--- config.mk ---
export PLATFORM = sky130hd
export DESIGN_NAME = cordic_vec_iter
export DESIGN_NICKNAME = d
export VERILOG_FILES = /design/src/rtl/cordic_pkg.sv /design/src/rtl/cordic_vec_step.sv /design/src/rtl/cordic_vec_iter.sv
export SDC_FILE = /design/constraint.sdc
export NUM_CORES = 1
export LEC_CHECK = 0
export ABC_CLOCK_PERIOD_IN_PS = 6600
export BUFFER_PORTS_ARGS = -buffer_cell sky130_fd_sc_hd__buf_2
export CAP_MARGIN = 20
export CORE_ASPECT_RATIO = 1.25
export CORE_MARGIN = 3
export CORE_UTILIZATION = 60
export CTS_BUF_LIST = sky130_fd_sc_hd__clkbuf_4
export CTS_CLUSTER_DIAMETER = 150
export DETAILED_ROUTE_END_ITERATION = 16
export HOLD_SLACK_MARGIN = 0.06
export PLACE_DENSITY = 0.87
export SYNTH_ARGS = -nofsm -noshare
export SYNTH_HDL_FRONTEND = slang
export SYNTH_SLANG_ARGS = --single-unit
--- constraint.sdc ---
create_clock -name clk -period 6.6 [get_ports clk]
set_input_delay 0.33 -clock clk [delete_from_list [all_inputs] [get_ports clk]]
set_output_delay 0.33 -clock clk [all_outputs]
set_load 0.1 [all_outputs]
--- src/rtl/cordic_pkg.sv ---
// Shared constants, state encoding and gain helper for the vectoring CORDIC.
// CORDIC_GAIN_COMP_EN selects the 1/K magnitude correction in the top.
package cordic_pkg;

  localparam int XY_W = 19;
  localparam int Z_W  = 18;

  localparam logic [Z_W-1:0] HALF_PI  = 18'd65536;
  localparam logic [15:0]    INV_GAIN = 16'd19898;

  // round(atan(2^-i) * 2^17 / pi)
  localparam logic [Z_W-1:0] ATAN [16] = '{
    18'd32768, 18'd19344, 18'd10221, 18'd5188,
    18'd2604,  18'd1303,  18'd652,   18'd326,
    18'd163,   18'd81,    18'd41,    18'd20,
    18'd10,    18'd5,     18'd3,     18'd1
  };

  typedef enum logic [1:0] {
    IDLE,
    ITERATE,
    GAIN,
    DONE
  } state_t;

  function automatic logic signed [XY_W-1:0] gain_comp(
    input logic signed [XY_W-1:0] x
  );
    logic signed [XY_W+15:0] acc;
    acc = '0;
    for (int k = 0; k < 16; k++) begin
      if (INV_GAIN[k]) acc += (XY_W+16)'(x) <<< k;
    end
    return XY_W'(acc >>> 15);
  endfunction

endpackage

--- src/rtl/cordic_vec_step.sv ---
// One combinational vectoring micro-rotation; direction follows sign of y.
module cordic_vec_step
  import cordic_pkg::*;
(
  input  logic signed [XY_W-1:0] x,
  input  logic signed [XY_W-1:0] y,
  input  logic        [Z_W-1:0]  z,
  input  logic        [3:0]      i,
  input  logic        [Z_W-1:0]  atan,
  output logic signed [XY_W-1:0] x_next,
  output logic signed [XY_W-1:0] y_next,
  output logic        [Z_W-1:0]  z_next
);

  logic signed [XY_W-1:0] xs;
  logic signed [XY_W-1:0] ys;

  assign xs = x >>> i;
  assign ys = y >>> i;

  always_comb begin
    x_next = x + ys;
    y_next = y - xs;
    z_next = z + atan;
    if (y[XY_W-1]) begin
      x_next = x - ys;
      y_next = y + xs;
      z_next = z - atan;
    end
  end

endmodule

--- src/rtl/cordic_vec_iter.sv ---
// Iterative vectoring CORDIC: (x, y) -> (magnitude, phase), one step per clock.
// Define CORDIC_GAIN_COMP_EN to add a GAIN state that scales mag_out by 1/K.
module cordic_vec_iter
  import cordic_pkg::*;
#(
  parameter int ITER = 16,
  parameter int IN_W = 17
) (
  input  logic                   clk,
  input  logic                   rst_n,
  input  logic                   in_valid,
  output logic                   in_ready,
  input  logic signed [IN_W-1:0] x_in,
  input  logic signed [IN_W-1:0] y_in,
  output logic                   out_valid,
  input  logic                   out_ready,
  output logic signed [XY_W-1:0] mag_out,
  output logic signed [Z_W-1:0]  phase_out
);

  localparam logic [3:0] LAST = 4'(ITER - 1);

  state_t                 state;
  logic signed [XY_W-1:0] x_q;
  logic signed [XY_W-1:0] y_q;
  logic        [Z_W-1:0]  z_q;
  logic        [3:0]      i_q;
  logic                   zero_q;

  logic signed [XY_W-1:0] x_n;
  logic signed [XY_W-1:0] y_n;
  logic        [Z_W-1:0]  z_n;
  logic signed [XY_W-1:0] xe;
  logic signed [XY_W-1:0] ye;

  assign xe = {{(XY_W-IN_W){x_in[IN_W-1]}}, x_in};
  assign ye = {{(XY_W-IN_W){y_in[IN_W-1]}}, y_in};

  cordic_vec_step u_step (
    .x      (x_q),
    .y      (y_q),
    .z      (z_q),
    .i      (i_q),
    .atan   (ATAN[i_q]),
    .x_next (x_n),
    .y_next (y_n),
    .z_next (z_n)
  );

  always_ff @(posedge clk or negedge rst_n) begin
    if (!rst_n) begin
      state     <= IDLE;
      in_ready  <= 1'b1;
      out_valid <= 1'b0;
      mag_out   <= '0;
      phase_out <= '0;
      x_q       <= '0;
      y_q       <= '0;
      z_q       <= '0;
      i_q       <= '0;
      zero_q    <= 1'b0;
    end else begin
      unique case (state)
        IDLE: begin
          if (in_valid) begin
            zero_q   <= (xe == '0) && (ye == '0);
            i_q      <= '0;
            in_ready <= 1'b0;
            state    <= ITERATE;
            // fold the left half-plane into the convergence range
            if (!xe[XY_W-1]) begin
              x_q <= xe;
              y_q <= ye;
              z_q <= '0;
            end else if (!ye[XY_W-1]) begin
              x_q <= ye;
              y_q <= -xe;
              z_q <= HALF_PI;
            end else begin
              x_q <= -ye;
              y_q <= xe;
              z_q <= -HALF_PI;
            end
          end
        end
        ITERATE: begin
          x_q <= x_n;
          y_q <= y_n;
          z_q <= z_n;
          i_q <= i_q + 4'd1;
          if (i_q == LAST) begin
`ifdef CORDIC_GAIN_COMP_EN
            state <= GAIN;
`else
            state     <= DONE;
            out_valid <= 1'b1;
            mag_out   <= x_n;
            phase_out <= zero_q ? '0 : z_n;
`endif
          end
        end
`ifdef CORDIC_GAIN_COMP_EN
        GAIN: begin
          state     <= DONE;
          out_valid <= 1'b1;
          mag_out   <= gain_comp(x_q);
          phase_out <= zero_q ? '0 : z_q;
        end
`endif
        DONE: begin
          if (out_ready) begin
            out_valid <= 1'b0;
            in_ready  <= 1'b1;
            state     <= IDLE;
          end
        end
        default: state <= IDLE;
      endcase
    end
  end

endmodule

==> flow_results.org <==
** Outcome
- The run finished with clean final reports.

** Timing
- Measured against its own limit, the worst slew margin works out to about a third.
- Fin Clk Skew :: roughly 0.034 ns
- In the finished design, the share of the clock period the worst path needs comes to between 80% and 90%.
- The worst path in the final design needs a cycle of between 5 and 6 ns, including I/O delays and setup.
- Number of failing hold endpoints at the final stage :: 0
- Transition time at the pin with the least slew margin :: 0.992 ns
- Number of setup violations in the final report :: 0
- F_max :: approximately 180 MHz
- Setup repair after global routing left no endpoint under its margin.
- Number of max-slew violations in the final report :: 0
- Fin Setup TNS :: 0 ns

** Placement
- At the end of routability-driven placement, the weighted congestion stood at around 0.99.
- After legalization and detailed placement, the total HPWL measured 24200 um.
- IO Port Bufs :: 76

** Floorplan
- In this run the count of I/O pins placed on the die edge is 77.
- In this run the vertical extent of the chip is 156 um.
- The floorplan step defined a die boundary enclosing 19600 sq um.
- Core box area :: ~18000 sq um
- Die X :: around 130 um
- Effective utilization at floorplan :: just over 60%
- Floorplan row count :: 54

** Synth
- Total of flip-flops plus latches after synthesis :: 102
- Post-Synthesis Cells :: between 1000 and 1500
- Counting every net in the synthesized netlist gives between 1000 and 1500.
- Of all flip-flops after synthesis, the portion carrying an async set or reset was 100%.
- Ys Warns :: 0
- Post-synthesis cell area :: approximately 11000 sq um
- Counting flops with a built-in enable in the synthesized netlist gives 0.
- For this run, the register share of the synthesized area comes to a little under a quarter.
- Average footprint of a synthesized cell :: around 8.6 sq um
- Number of distinct library cell variants in the gate-level netlist after synthesis :: slightly below 80
- Main synth FF type :: sky130_fd_sc_hd__dfrtp_1

** Min path
- The tightest min-delay check is of the input pin to flop type.
- Critical hold path startpoint :: in_valid
- For hold timing, the worst endpoint is x_q[13].
- Counting instances, the worst hold path has a depth of 3.

** Critical path
- Logic depth of the worst register-to-register path :: 17
- The worst register-to-register path begins at i_q[1].
- Of all nets on the critical path, the largest fanout is 45.
- STA classifies the critical path startpoint as a flop.
- Category of the critical setup timing path :: flop to flop
- End of the worst register-to-register path :: x_q[18]
- The worst setup path is captured at a flop.
- Required @ worst endpoint :: around 7.1 ns
- WP data arrival :: ~6 ns
- Flop2flop setup slack :: ~1.1 ns

** Cells and area
- Compared with the post-synthesis result, the final layout area differs by 5.91%.
- Number of fill cells :: around 1500
- Fin nets :: around 1400
- Leaving out fill and tap cells, the most frequent cell in the layout is sky130_fd_sc_hd__nand2_1.
- Cells with a size suffix above 1 make up 15.8% of the layout.
- Leading cell types in the layout, fill and taps excluded :: sky130_fd_sc_hd__nand2_1 (116), sky130_fd_sc_hd__nor2_1 (112), sky130_fd_sc_hd__a21oi_1 (99), sky130_fd_sc_hd__dfrtp_1 (97), sky130_fd_sc_hd__o21ai_0 (78)

** Drt
- In the final routed layout, each cell accounts on average for around 21 um.
- Detailed routing inserted a total of about 10000 vias.
- Post-DR vias/cell :: slightly below 7
- DR pass1 iterations :: 6
- After the first detailed-routing iteration, the DRC count stood at about 1000.
- The count of nets left with antenna violations once routing finished came out at 0.
- Routed wire length :: 32100 um
- After detailed routing, the number of remaining DRC violations is 0.

** Clocking
- Post-CTS clock slew at the launch and capture registers of the worst setup and hold paths :: ~0.19 ns
- The clock passes through at most 2 buffers.
- In this run the post-CTS setup repair buffer count came out at 0.
- Clk sink count :: ~100
- The tree is rooted in a sky130_fd_sc_hd__clkbuf_4.
- For the worst-skew pair, the clock arrives at the later sink with an insertion delay of approximately 0.55 ns.
- TritonCTS clock tree :: yes
- Post-CTS repair changed the size of 0 cells.
- Number of levels in the clock H-tree :: 3
- Hold buffers post-CTS :: 2
- CTS Buf Count :: 9

** Global routing
- Entering global routing, the biggest net connects 71 pins.
- Via count of the first global-routing pass :: roughly 9900
- The initial antenna violation count is 2.
- Total overflow reported by the global router :: 0
- The first global-routing pass estimated about 52000 um of wire.
- Total track usage :: about 33%

** Flow run
- Across the run, the number of max-cap violations was 0.
==> registers in the layout, indices dropped and copies added, names as in the netlist <==
register   flops
y_q           19
in_ready       1
mag_out       19
z_q           18
state          2
x_q           19
zero_q         1
phase_out     18
out_valid      1
i_q            4
==> cell usage after synthesis, types with 3 or more instances <==
cell type | n | share of area, %
sky130_fd_sc_hd__mux2_2 | 30 | 3.1
sky130_fd_sc_hd__a311oi_1 | 5 | 0.41
sky130_fd_sc_hd__nor3b_1 | 3 | 0.21
sky130_fd_sc_hd__o41ai_1 | 3 | 0.24
sky130_fd_sc_hd__a211oi_1 | 24 | 1.7
sky130_fd_sc_hd__nor2b_1 | 12 | 0.70
sky130_fd_sc_hd__or3_1 | 9 | 0.52
sky130_fd_sc_hd__dfrtp_1 | 101 | 23
sky130_fd_sc_hd__and3_1 | 11 | 0.64
sky130_fd_sc_hd__o22ai_1 | 18 | 1.0
sky130_fd_sc_hd__nor3_1 | 16 | 0.74
sky130_fd_sc_hd__nand3_1 | 24 | 1.1
sky130_fd_sc_hd__buf_1 | 13 | 0.45
sky130_fd_sc_hd__nand4_1 | 7 | 0.41
sky130_fd_sc_hd__a31oi_1 | 20 | 1.2
sky130_fd_sc_hd__a21boi_0 | 4 | 0.28
sky130_fd_sc_hd__xnor2_1 | 64 | 5.2
sky130_fd_sc_hd__xor2_1 | 51 | 4.1
sky130_fd_sc_hd__buf_2 | 16 | 0.74
sky130_fd_sc_hd__inv_1 | 37 | 1.3
sky130_fd_sc_hd__buf_6 | 4 | 0.42
sky130_fd_sc_hd__a22o_1 | 30 | 2.4
sky130_fd_sc_hd__a22oi_1 | 8 | 0.56
sky130_fd_sc_hd__o21a_1 | 10 | 0.70
sky130_fd_sc_hd__o221ai_1 | 3 | 0.24
sky130_fd_sc_hd__fa_1 | 3 | 0.56
sky130_fd_sc_hd__clkbuf_1 | 43 | 1.5
sky130_fd_sc_hd__o21ai_0 | 78 | 3.6
sky130_fd_sc_hd__o21ai_1 | 4 | 0.19
sky130_fd_sc_hd__nor2_1 | 113 | 3.9
sky130_fd_sc_hd__or2_2 | 8 | 0.46
sky130_fd_sc_hd__o22a_1 | 5 | 0.41
sky130_fd_sc_hd__o21bai_1 | 12 | 0.84
sky130_fd_sc_hd__o31ai_1 | 11 | 0.77
sky130_fd_sc_hd__and2_1 | 3 | 0.17
sky130_fd_sc_hd__nand2_1 | 116 | 4.0
sky130_fd_sc_hd__nor4_1 | 7 | 0.41
sky130_fd_sc_hd__mux4_2 | 36 | 7.5
sky130_fd_sc_hd__a21oi_1 | 99 | 4.6
sky130_fd_sc_hd__ha_1 | 68 | 7.9
sky130_fd_sc_hd__a21o_1 | 28 | 2.0
sky130_fd_sc_hd__nand2b_1 | 11 | 0.64
sky130_fd_sc_hd__o211ai_1 | 9 | 0.63
sky130_fd_sc_hd__mux2i_1 | 33 | 3.1
==> critical path: stages (launching register included) <==
cell	delay, ns
sky130_fd_sc_hd__dfrtp_2	1.04
sky130_fd_sc_hd__mux4_2	0.63
sky130_fd_sc_hd__mux2_2	0.29
sky130_fd_sc_hd__mux2i_1	0.23
sky130_fd_sc_hd__ha_1	0.24
sky130_fd_sc_hd__nand3_2	0.11
sky130_fd_sc_hd__o31ai_1	0.37
sky130_fd_sc_hd__xor2_1	0.21
sky130_fd_sc_hd__ha_1	0.29
sky130_fd_sc_hd__a21oi_1	0.22
sky130_fd_sc_hd__a21oi_1	0.11
sky130_fd_sc_hd__a311oi_1	0.44
sky130_fd_sc_hd__o21ai_0	0.16
sky130_fd_sc_hd__a21oi_1	0.30
sky130_fd_sc_hd__o21ai_0	0.17
sky130_fd_sc_hd__xor2_1	0.20
sky130_fd_sc_hd__or3_1	0.34
sky130_fd_sc_hd__o21ai_1	0.09
==> worst max path at each step <==
stage	start	to	depth (start not counted)
2_1_floorplan	i_q[1]	x_q[18]	19
3_3_place_gp	i_q[0]	y_q[16]	16
3_5_place_dp	i_q[1]	x_q[18]	17
4_1_cts	i_q[0]	y_q[16]	16
5_1_grt	i_q[0]	phase_out[16]	16
6_report	i_q[1]	x_q[18]	17
==> metrics by stage <==
| stage | instances | setup slack, ns | hold WS [ns] | utilization [%] | instance area, sq um |
|---|---|---|---|---|---|
| floorplan | 1256 | 2.06 | 0.0344 | - | 10800 |
| global placement | 1496 | 1.33 | 0.295 | 63.9 | 11200 |
| detailed placement | 1496 | 1.20 | 0.300 | 63.9 | 11200 |
| CTS | 1514 | 1.16 | 0.201 | 64.8 | 11400 |
| global route | 1517 | 0.678 | 0.227 | 65.0 | 11400 |
| finish | 1517 | 1.11 | 0.213 | 65.0 | 11400 |
==> layout make-up <==
class / count / area [sq um] / share of cell area, %
multi-input combinational: 1038 / 7740 / 67.8
sequential: 102 / 2560 / 22.4
timing repair buffer: 96 / 551 / 4.83
tap: 224 / 280 / 2.46
inverter: 39 / 146 / 1.28
clock buffer: 10 / 75.1 / 0.658
clock inverter: 6 / 57.6 / 0.504
antenna: 2 / 5.00 / 0.0439
==> cell families after synthesis <==
kind of cell               after synthesis  share of synthesized area [%]
and+or+nand+nor                        353                           15.2
xor gates and xnor gates               115                           9.35
muxes                                  104                           14.7
adders and majority gates               71                           8.46
buffers and inverters                  116                           4.61
AOI/OAI and AO/OA                      395                           24.0
DFF                                    102                           23.7
==> routing by layer <==
| layer | global-route usage, % | share of wire [%] |
|---|---|---|
| met1 | 40.2 | 37 |
| met2 | 54.7 | 47 |
| met3 | 4.93 | 8.4 |
| met4 | 20.9 | 7.7 |
| met5 | 0 | 0 |
Power is left out: the tool's default activity adds up to more than one toggle a clock period on the data nets, which glitch-free logic cannot reach.
